$ cat config.mk
export PLATFORM = sky130hd
export DESIGN_NAME = seg_scan_ctrl
export DESIGN_NICKNAME = d
export VERILOG_FILES = /design/src/rtl/seg_scan_ctrl.sv
export SDC_FILE = /design/constraint.sdc
export NUM_CORES = 1
export LEC_CHECK = 0
export ABC_AREA = 1
export CORE_ASPECT_RATIO = 0.7
export CORE_UTILIZATION = 43
export CTS_BUF_LIST = sky130_fd_sc_hd__clkbuf_8
export DETAILED_ROUTE_END_ITERATION = 7
export GPL_TIMING_DRIVEN = 0
export PLACE_DENSITY = 0.63
export SETUP_SLACK_MARGIN = 0.1
export SLEW_MARGIN = 20
export SYNTH_ARGS = -nofsm -noshare
export SYNTH_HDL_FRONTEND = slang
export SYNTH_SLANG_ARGS = --single-unit
$ cat constraint.sdc
create_clock -name clk -period 3 [get_ports clk]
set_input_delay 0.3 -clock clk [delete_from_list [all_inputs] [get_ports clk]]
set_output_delay 0.3 -clock clk [all_outputs]
set_load 0.1 [all_outputs]
$ cat src/rtl/seg_scan_ctrl.sv
// seg_scan_ctrl: time-multiplexed 4-digit seven-segment driver with inter-digit
// blanking, 16-level PWM dimming and frame-synchronous shadow pattern updates.
module seg_scan_ctrl #(
    parameter int REFRESH_DIV = 100000,
    parameter int BLANK_CYC   = 1000
) (
    input  logic       clk,
    input  logic       rst_n,
    input  logic       enable_i,
    input  logic [3:0] brightness_i,
    input  logic [7:0] seg_in0_i,
    input  logic [7:0] seg_in1_i,
    input  logic [7:0] seg_in2_i,
    input  logic [7:0] seg_in3_i,
    input  logic       upd_valid_i,
    output logic       upd_ready_o,
    output logic [3:0] an_o,
    output logic [7:0] seg_o,
    output logic [1:0] digit_idx_o,
    output logic       frame_start_o
);
    localparam int SW = (REFRESH_DIV > 2) ? $clog2(REFRESH_DIV) : 1;
    localparam logic [SW-1:0] LAST = SW'(REFRESH_DIV - 1);
    localparam logic [SW-1:0] BLK  = SW'(BLANK_CYC);

    typedef enum logic [1:0] {IDLE, BLANK, LIT} state_t;

    state_t        state_q, state_d;
    logic [SW-1:0] slot_q, slot_d;
    logic [3:0]    pwm_q, pwm_d;
    logic [1:0]    dig_q, dig_d;
    logic [7:0]    shadow_q [4];
    logic [3:0]    an_q, an_d;
    logic [7:0]    seg_q, seg_d;
    logic [1:0]    idx_q;
    logic          fs_q, fs_d;
    logic          rdy_q, rdy_d;
    logic          lit_d;
    logic          xfer;

    assign xfer          = upd_valid_i && rdy_q;
    assign upd_ready_o   = rdy_q;
    assign an_o          = an_q;
    assign seg_o         = seg_q;
    assign digit_idx_o   = idx_q;
    assign frame_start_o = fs_q;

    // Output registers load from next-state values so they line up with the state they describe.
    always_comb begin
        state_d = IDLE;
        slot_d  = '0;
        pwm_d   = '0;
        dig_d   = '0;
        fs_d    = 1'b0;
        if (enable_i) begin
            if (state_q == IDLE) begin
                fs_d = 1'b1;
            end else if (slot_q == LAST) begin
                dig_d = dig_q + 2'd1;
                fs_d  = dig_q == 2'd3;
            end else begin
                slot_d = slot_q + 1'b1;
                dig_d  = dig_q;
                pwm_d  = (state_q == LIT) ? pwm_q + 4'd1 : 4'd0;
            end
            state_d = (slot_d >= BLK) ? LIT : BLANK;
        end
        lit_d = (state_d == LIT) && (pwm_d <= brightness_i);
        an_d  = lit_d ? ~(4'b0001 << dig_d) : 4'hF;
        seg_d = lit_d ? shadow_q[dig_d] : 8'hFF;
        rdy_d = (state_d == IDLE) || (dig_d == 2'd3 && slot_d == LAST);
    end

    always_ff @(posedge clk or negedge rst_n) begin
        if (!rst_n) begin
            state_q  <= IDLE;
            slot_q   <= '0;
            pwm_q    <= '0;
            dig_q    <= '0;
            an_q     <= 4'hF;
            seg_q    <= 8'hFF;
            idx_q    <= '0;
            fs_q     <= 1'b0;
            rdy_q    <= 1'b0;
            shadow_q <= '{default: 8'hFF};
        end else begin
            state_q <= state_d;
            slot_q  <= slot_d;
            pwm_q   <= pwm_d;
            dig_q   <= dig_d;
            an_q    <= an_d;
            seg_q   <= seg_d;
            idx_q   <= dig_d;
            fs_q    <= fs_d;
            rdy_q   <= rdy_d;
            if (xfer) shadow_q <= '{seg_in0_i, seg_in1_i, seg_in2_i, seg_in3_i};
        end
    end
endmodule
==> run_results.csv, run 1 <==
group,metric,value,unit
yosys,yosys_most_used_dff,"dfstp_2",
min_path,hold_class,"in -> reg",
pwr,pwr-share-seq,54.8,%
floorplan,die_w,113,um
drt,drtIter0Drc,192,
layout,nets,531,
layout,area.growth.synth_to_final,23.6,%
min_path,hold_depth,2,
global_route,grt_max_degree,38,
floorplan,rows,27,
drt,drc,0,
critical_path,path_max_fanout,10,
clock_tree,post_cts_buffers,0,
clock_tree,cts.sinks,71,
yosys,ys_ff_latch,71,
pwr,p_sw,0.000507,W
critical_path,crit_type,"reg -> reg",
yosys,syn-num-nets,464,
yosys,ys_seq_area_share,49.5,%
status,status,"completed",
critical_path,cp-end-kind,"flip-flop",
sta,relSlewSlack,31.2,%
sta,clock.fmax,0.386,GHz
drt,antenna_left,0,
critical_path,critPathLaunchType,"flip-flop",
clock_tree,cts_root_buffer,"clkbuf_8",
floorplan,initial_core_util,45.6,%
placed_design,dp_hpwl,6.67,mm
layout,drive_above_1_share,25.4,%
critical_path,crit_arrival,2.84,ns
drt,route.detailed.wl_per_inst,14.9,um
clock_tree,htreeDepth,3,
layout,final_common_cell,"nand2_1",
pwr,swShare,25.1,%
floorplan,dieHeight,79.6,um
floorplan,coreArea,8110,um2
clock_tree,cts_buffer_depth,2,
global_route,grt_pass1_wl,14.4,mm
drt,num_vias,2994,
placed_design,placed_area,4390,um2
global_route,grtUsageTotal,21.3,%
job,drv_cap,0,
pwr,p_int,0.00151,W
placed_design,routabilityCongestion,0.937,
layout,final_cell_mix,"nand2_1, nor2_1, clkdlybuf4s50_1",
sta,final-setup-viol-count,0,
yosys,synth.avg_cell_area,8.88,um2
drt,wl,8.82,mm
clock_tree,clkTransAtPathRegs,0.08,ns
clock_tree,cts_tree,"yes",
yosys,netlist_area,3700,um2
sta,finalHoldViolCount,0,
sta,period_needed,2.59,ns
drt,first_pass_iters,5,
critical_path,cp.required,3.24,ns
yosys,ys_types,32,
pwr,p_leak,2.05,nW
yosys,async_flop_share,100,%
placed_design,portBuffers,54,
floorplan,die-area,8990,um2
sta,slew_violations,0,
clock_tree,insertion_delay,0.34,ns
pwr,p_total,0.00202,W
layout,diodes,0,
pwr,vdd_drop_max,0.228,mV
sta,fin_skew,0.00706,ns
global_route,grt_overflow,0,
pwr,clkPwrFrac,34.0,%
yosys,synth.yosys.warnings,0,
clock_tree,numCtsBuffers,9,
sta,min_period_over_period,86.4,%
pwr,power_density,442,nW/um2
drt,via_per_inst,5.07,
sta,tightest_slew,1.03,ns
pwr,p_comb_share,11.2,%
global_route,grt_pass1_vias,2866,
critical_path,reg2reg_depth,15,
layout,fin_util,56.4,%
floorplan,ioPinCount,56,
yosys,synthCells,417,
yosys,synth_edf_count,0,
global_route,antenna_found_initial,0,
sta,rsz0062_at_grt,"no",
layout,design_area,4570,um2
critical path: stages, from the launching register on:
cell      delay [ns]
dfrtp_1         0.42
ha_1            0.24
nand2_2         0.11
inv_2           0.05
nand2_1         0.09
nor2_2          0.06
nand2_2         0.13
nand4_1         0.19
nor2_1          0.19
ha_1            0.27
inv_1           0.06
nor2_1          0.03
o21ai_0         0.13
a32o_1          0.19
clkbuf_4        0.22
nand4_1         0.12
power groups by stage:
stage,Sequential [W],Clock [W],Combinational [W]
after global routing,0.00112,0.000756,0.000248
after floorplan,0.00112,0,0.000115
after CTS,0.00111,0.000716,0.000228
after global placement,0.00112,0,0.000220
final,0.00111,0.000687,0.000226
after detailed placement,0.00112,0,0.000226
synthesized netlist by cell type, drive strengths merged, types with 3 or more instances:
cell type	count	area share, %
o21bai	3	0.61
dfstp	44	31
nand3	47	7.1
nor2	69	7.9
inv	41	4.2
dfrtp	27	18
ha	7	2.4
nor3	3	0.41
nand4	18	3.0
o21ai	4	0.54
mux2	32	9.7
nand2	98	10
buf	12	2.2
layout make-up:
type	instances	area, um2
multi-input cells	291	1630
well taps	101	126
inverters	41	154
flip-flops and latches	71	1830
repair buffers	56	568
clock buffers	10	138
clock inverters	6	36.3
plain buffers	14	91.3
fillers	756	3530
stage by stage:
stage          hold WS [ns]  setup TNS (ns)  worst slack [ns]  std cells
6_report              0.261               0             0.407        590
5_1_grt               0.244               0             0.118        590
4_1_cts               0.248               0             0.211        590
3_5_place_dp          0.282               0             0.233        573
3_3_place_gp          0.472          -20.03            -0.748        572
2_1_floorplan       0.00441               0             0.652        417
final timing paths:
path,start,endpoint,slack (ns)
worst max-delay path,slot_q[0],seg_o[6],0.41
worst max register to register,slot_q[0],seg_o[6],0.41
max in group asynchronous,rst_n,shadow_q[13],1.94
min in group asynchronous,rst_n,slot_q[1],0.45
worst min register to register,pwm_q[0],pwm_q[0],0.48
worst min-delay path,enable_i,seg_o[0],0.26
state kept, by name (all words and copies together), names as in the netlist:
signal         flops
slot_q            17
upd_ready_o        1
shadow_q          32
digit_idx_o        2
frame_start_o      1
seg_o              8
pwm_q              4
state_q            2
an_o               4
cells by family (layout without fill, tap and decap cells):
| kind of cell | after synthesis | after routing | share of synthesized area (%) |
|---|---|---|---|
| buffers and inverters | 55 | 127 | 6.52 |
| AOI/OAI and AO/OA | 10 | 10 | 1.72 |
| and+or+nand+nor | 240 | 240 | 29.7 |
| xor gates and xnor gates | 2 | 2 | 0.473 |
| muxes | 32 | 32 | 9.74 |
| adders and majority gates | 7 | 7 | 2.37 |
| DFF | 71 | 71 | 49.5 |
layer usage:
metal  global-route usage, %  vias up  part of all wire [%]
li1                        -     1499                     -
met1                    32.2     1411                    52
met2                    29.9       78                    41
met3                    5.54        6                   6.1
met4                    5.53        0                  0.71
met5                       0        -                     0
repair_timing:
item                                    4_1_cts  5_1_grt
resized for setup                             0        4
hold buffers                                  1        0
endpoints found under the hold margin        11        0
endpoints found under the setup margin        0       10
(Power assumes the default switching activity.)
==> inputs of run 2 (changes only) <==
--- a/config.mk
+++ b/config.mk
@@ -6,12 +6,14 @@
 export NUM_CORES = 1
 export LEC_CHECK = 0
 export ABC_AREA = 1
+export CELL_PAD_IN_SITES_DETAIL_PLACEMENT = 1
+export CELL_PAD_IN_SITES_GLOBAL_PLACEMENT = 1
 export CORE_ASPECT_RATIO = 0.7
-export CORE_UTILIZATION = 43
+export CORE_UTILIZATION = 42
 export CTS_BUF_LIST = sky130_fd_sc_hd__clkbuf_8
 export DETAILED_ROUTE_END_ITERATION = 7
 export GPL_TIMING_DRIVEN = 0
-export PLACE_DENSITY = 0.63
+export PLACE_DENSITY = 0.79
 export SETUP_SLACK_MARGIN = 0.1
 export SLEW_MARGIN = 20
 export SYNTH_ARGS = -nofsm -noshare
==> run 2 against run 1 <==
Effect of this change:
- first-iteration DRC count shrank 8.3%
- combinational power rose by 3%
- critical path depth unchanged
- critical endpoint is now an_o[1]
- largest cell class unchanged
==> run_results.csv, run 2 (same netlist as run 1, synthesis figures left out) <==
group,metric,value,unit
pwr,power_density,450,nW/um2
drt,num_vias,3103,
critical_path,reg2reg_depth,15,
layout,largest_register,"shadow_q",
floorplan,die-area,9200,um2
pwr,swShare,23.8,%
layout,drive_above_1_share,25.6,%
clock_tree,insertion_delay,0.35,ns
floorplan,coreArea,8510,um2
sta,relSlewSlack,32.5,%
sta,min_period_over_period,88.0,%
pwr,p_total,0.00208,W
placed_design,portBuffers,54,
global_route,gr-usage-met3,5.21,%
layout,nets,532,
layout,final_cell_mix,"nand2_1, nor2_1, clkdlybuf4s50_1",
layout,design_area,4620,um2
pwr,vdd_drop_max,0.334,mV
layout,diodes,0,
critical_path,crit_arrival,2.88,ns
critical_path,cp-end-kind,"flip-flop",
min_path,hold_class,"in -> reg",
min_path,hp-start,"enable_i",
placed_design,routabilityCongestion,0.898,
global_route,grtUsageTotal,24.6,%
drt,drc,0,
floorplan,die_w,114,um
global_route,met2_usage,36.8,%
pwr,p_comb_share,11.2,%
critical_path,path_max_fanout,10,
pwr,p_int,0.00159,W
layout,finalNonFillerCells,609,
critical_path,critPathLaunchType,"flip-flop",
clock_tree,cts.sinks,71,
global_route,grt-busiest-layer,"met2",
global_route,grt_max_degree,39,
clock_tree,cts_buffer_depth,2,
critical_path,r2r-start,"slot_q[0]",
pwr,p_sw,0.000494,W
sta,slew_violations,0,
layout,regArea,1830,um2
sta,final-setup-viol-count,0,
sta,rsz0062_at_grt,"no",
floorplan,initial_core_util,43.5,%
layout,fin_util,54.3,%
drt,drtIter0Drc,176,
critical_path,crit_start,"slot_q[0]",
placed_design,dp_hpwl,7.98,mm
status,status,"completed",
layout,area.growth.synth_to_final,24.9,%
global_route,grt_pass1_vias,3092,
sta,tightest_slew,1.01,ns
sta,whs,0.255,ns
clock_tree,cts_root_buffer,"clkbuf_8",
global_route,antenna_found_initial,0,
placed_design,placed_area,4410,um2
critical_path,cp.required,3.24,ns
pwr,clkPwrFrac,35.5,%
critical_path,r2r_setup_slack,0.36,ns
layout,final_common_cell,"nand2_1",
layout,multi_input_area,1640,um2
sta,fin_skew,0.00769,ns
min_path,hold_depth,2,
clock_tree,htreeDepth,3,
global_route,grt_pass1_wl,16.6,mm
drt,via_per_inst,5.10,
drt,wl,10.4,mm
floorplan,ioPinCount,56,
drt,antenna_left,0,
min_path,holdPathEnd,"seg_o[7]",
pwr,p_leak,2.06,nW
drt,route.detailed.wl_per_inst,17.0,um
floorplan,dieHeight,80.5,um
layout,largest_reg_flops,32,
job,drv_cap,0,
placed_design,dpl.cell_count,592,
critical_path,crit_type,"reg -> reg",
clock_tree,numCtsBuffers,9,
floorplan,rows,28,
drt,first_pass_iters,4,
global_route,use_met1,35.8,%
clock_tree,cts_tree,"yes",
sta,finalHoldViolCount,0,
layout,fillCellCount,1031,
clock_tree,clkTransAtPathRegs,0.07,ns
pwr,pwr-share-seq,53.3,%
sta,clock.fmax,0.379,GHz
critical_path,rr_endpoint,"an_o[1]",
global_route,grt_overflow,0,
sta,period_needed,2.64,ns
## run 2: cell types whose count changed in the layout (fill, tap and decap cells not counted), moves of 2 or more
cell	before	now
buf_4	3	5
nor2_2	8	11
nor2_1	59	56
inv_1	40	43
clkinv_2	3	0
## run 2: through the flow
step | worst slack (ns) | TNS (ns)
after floorplan | 0.652 | 0
after global placement | -0.789 | -21.18
after detailed placement | 0.0636 | 0
after CTS | 0.228 | 0
after global routing | 0.160 | 0
final | 0.361 | 0
## run 2: layout make-up
type | instances | share of cell area, %
multi-input combinational | 291 | 35.4
timing repair buffer | 57 | 12.5
inverter | 41 | 3.33
tap | 120 | 3.25
clock inverter | 5 | 0.975
buffer | 14 | 1.98
clock buffer | 10 | 2.98
sequential | 71 | 39.6
## run 2: worst max path at each step
stage                      endpoint  slack, ns  cells after the start
after floorplan             an_o[1]       0.65                     15
after global placement    slot_q[2]      -0.79                      1
after detailed placement    an_o[1]       0.06                     13
after CTS                   an_o[1]       0.23                     13
after global routing        an_o[1]       0.16                     15
final                       an_o[1]       0.36                     15
## run 2: routing by layer
| layer | wire length [um] | part of all wire [%] |
|---|---|---|
| met3 | 356 | 3.4 |
| met4 | 103 | 0.99 |
| met1 | 5280 | 51 |
| met5 | 0 | 0 |
| met2 | 4610 | 45 |
## run 2: critical path, cell delays in order, from the launching register on
cell and delay [ns]:
dfrtp_1 0.42, ha_1 0.24, nand2_2 0.11, inv_2 0.05, nand2_1 0.10, nor2_2 0.07, nand2_2 0.10, nand4_1 0.25
nor2_2 0.21, ha_1 0.26, inv_1 0.06, nor2_1 0.04, o21ai_0 0.13, a32o_2 0.16, buf_4 0.18, nand4_1 0.15
## run 2: power groups by stage
stage	clock (W)	sequential, W	combinational, W
2_1_floorplan	0	0.00112	0.000115
3_3_place_gp	0	0.00112	0.000219
3_5_place_dp	0	0.00113	0.000233
4_1_cts	0.000758	0.00111	0.000235
5_1_grt	0.000792	0.00112	0.000255
6_report	0.000738	0.00111	0.000232
## run 2: repair_timing
item / CTS / global route
setup buffers: 0 / 1
pin swaps: 0 / 2
endpoints found under the hold margin: 21 / 0
gates cloned: 0 / 0
hold buffers: 1 / 0
endpoints found under the setup margin: 1 / 10
gates resized for setup: 1 / 7
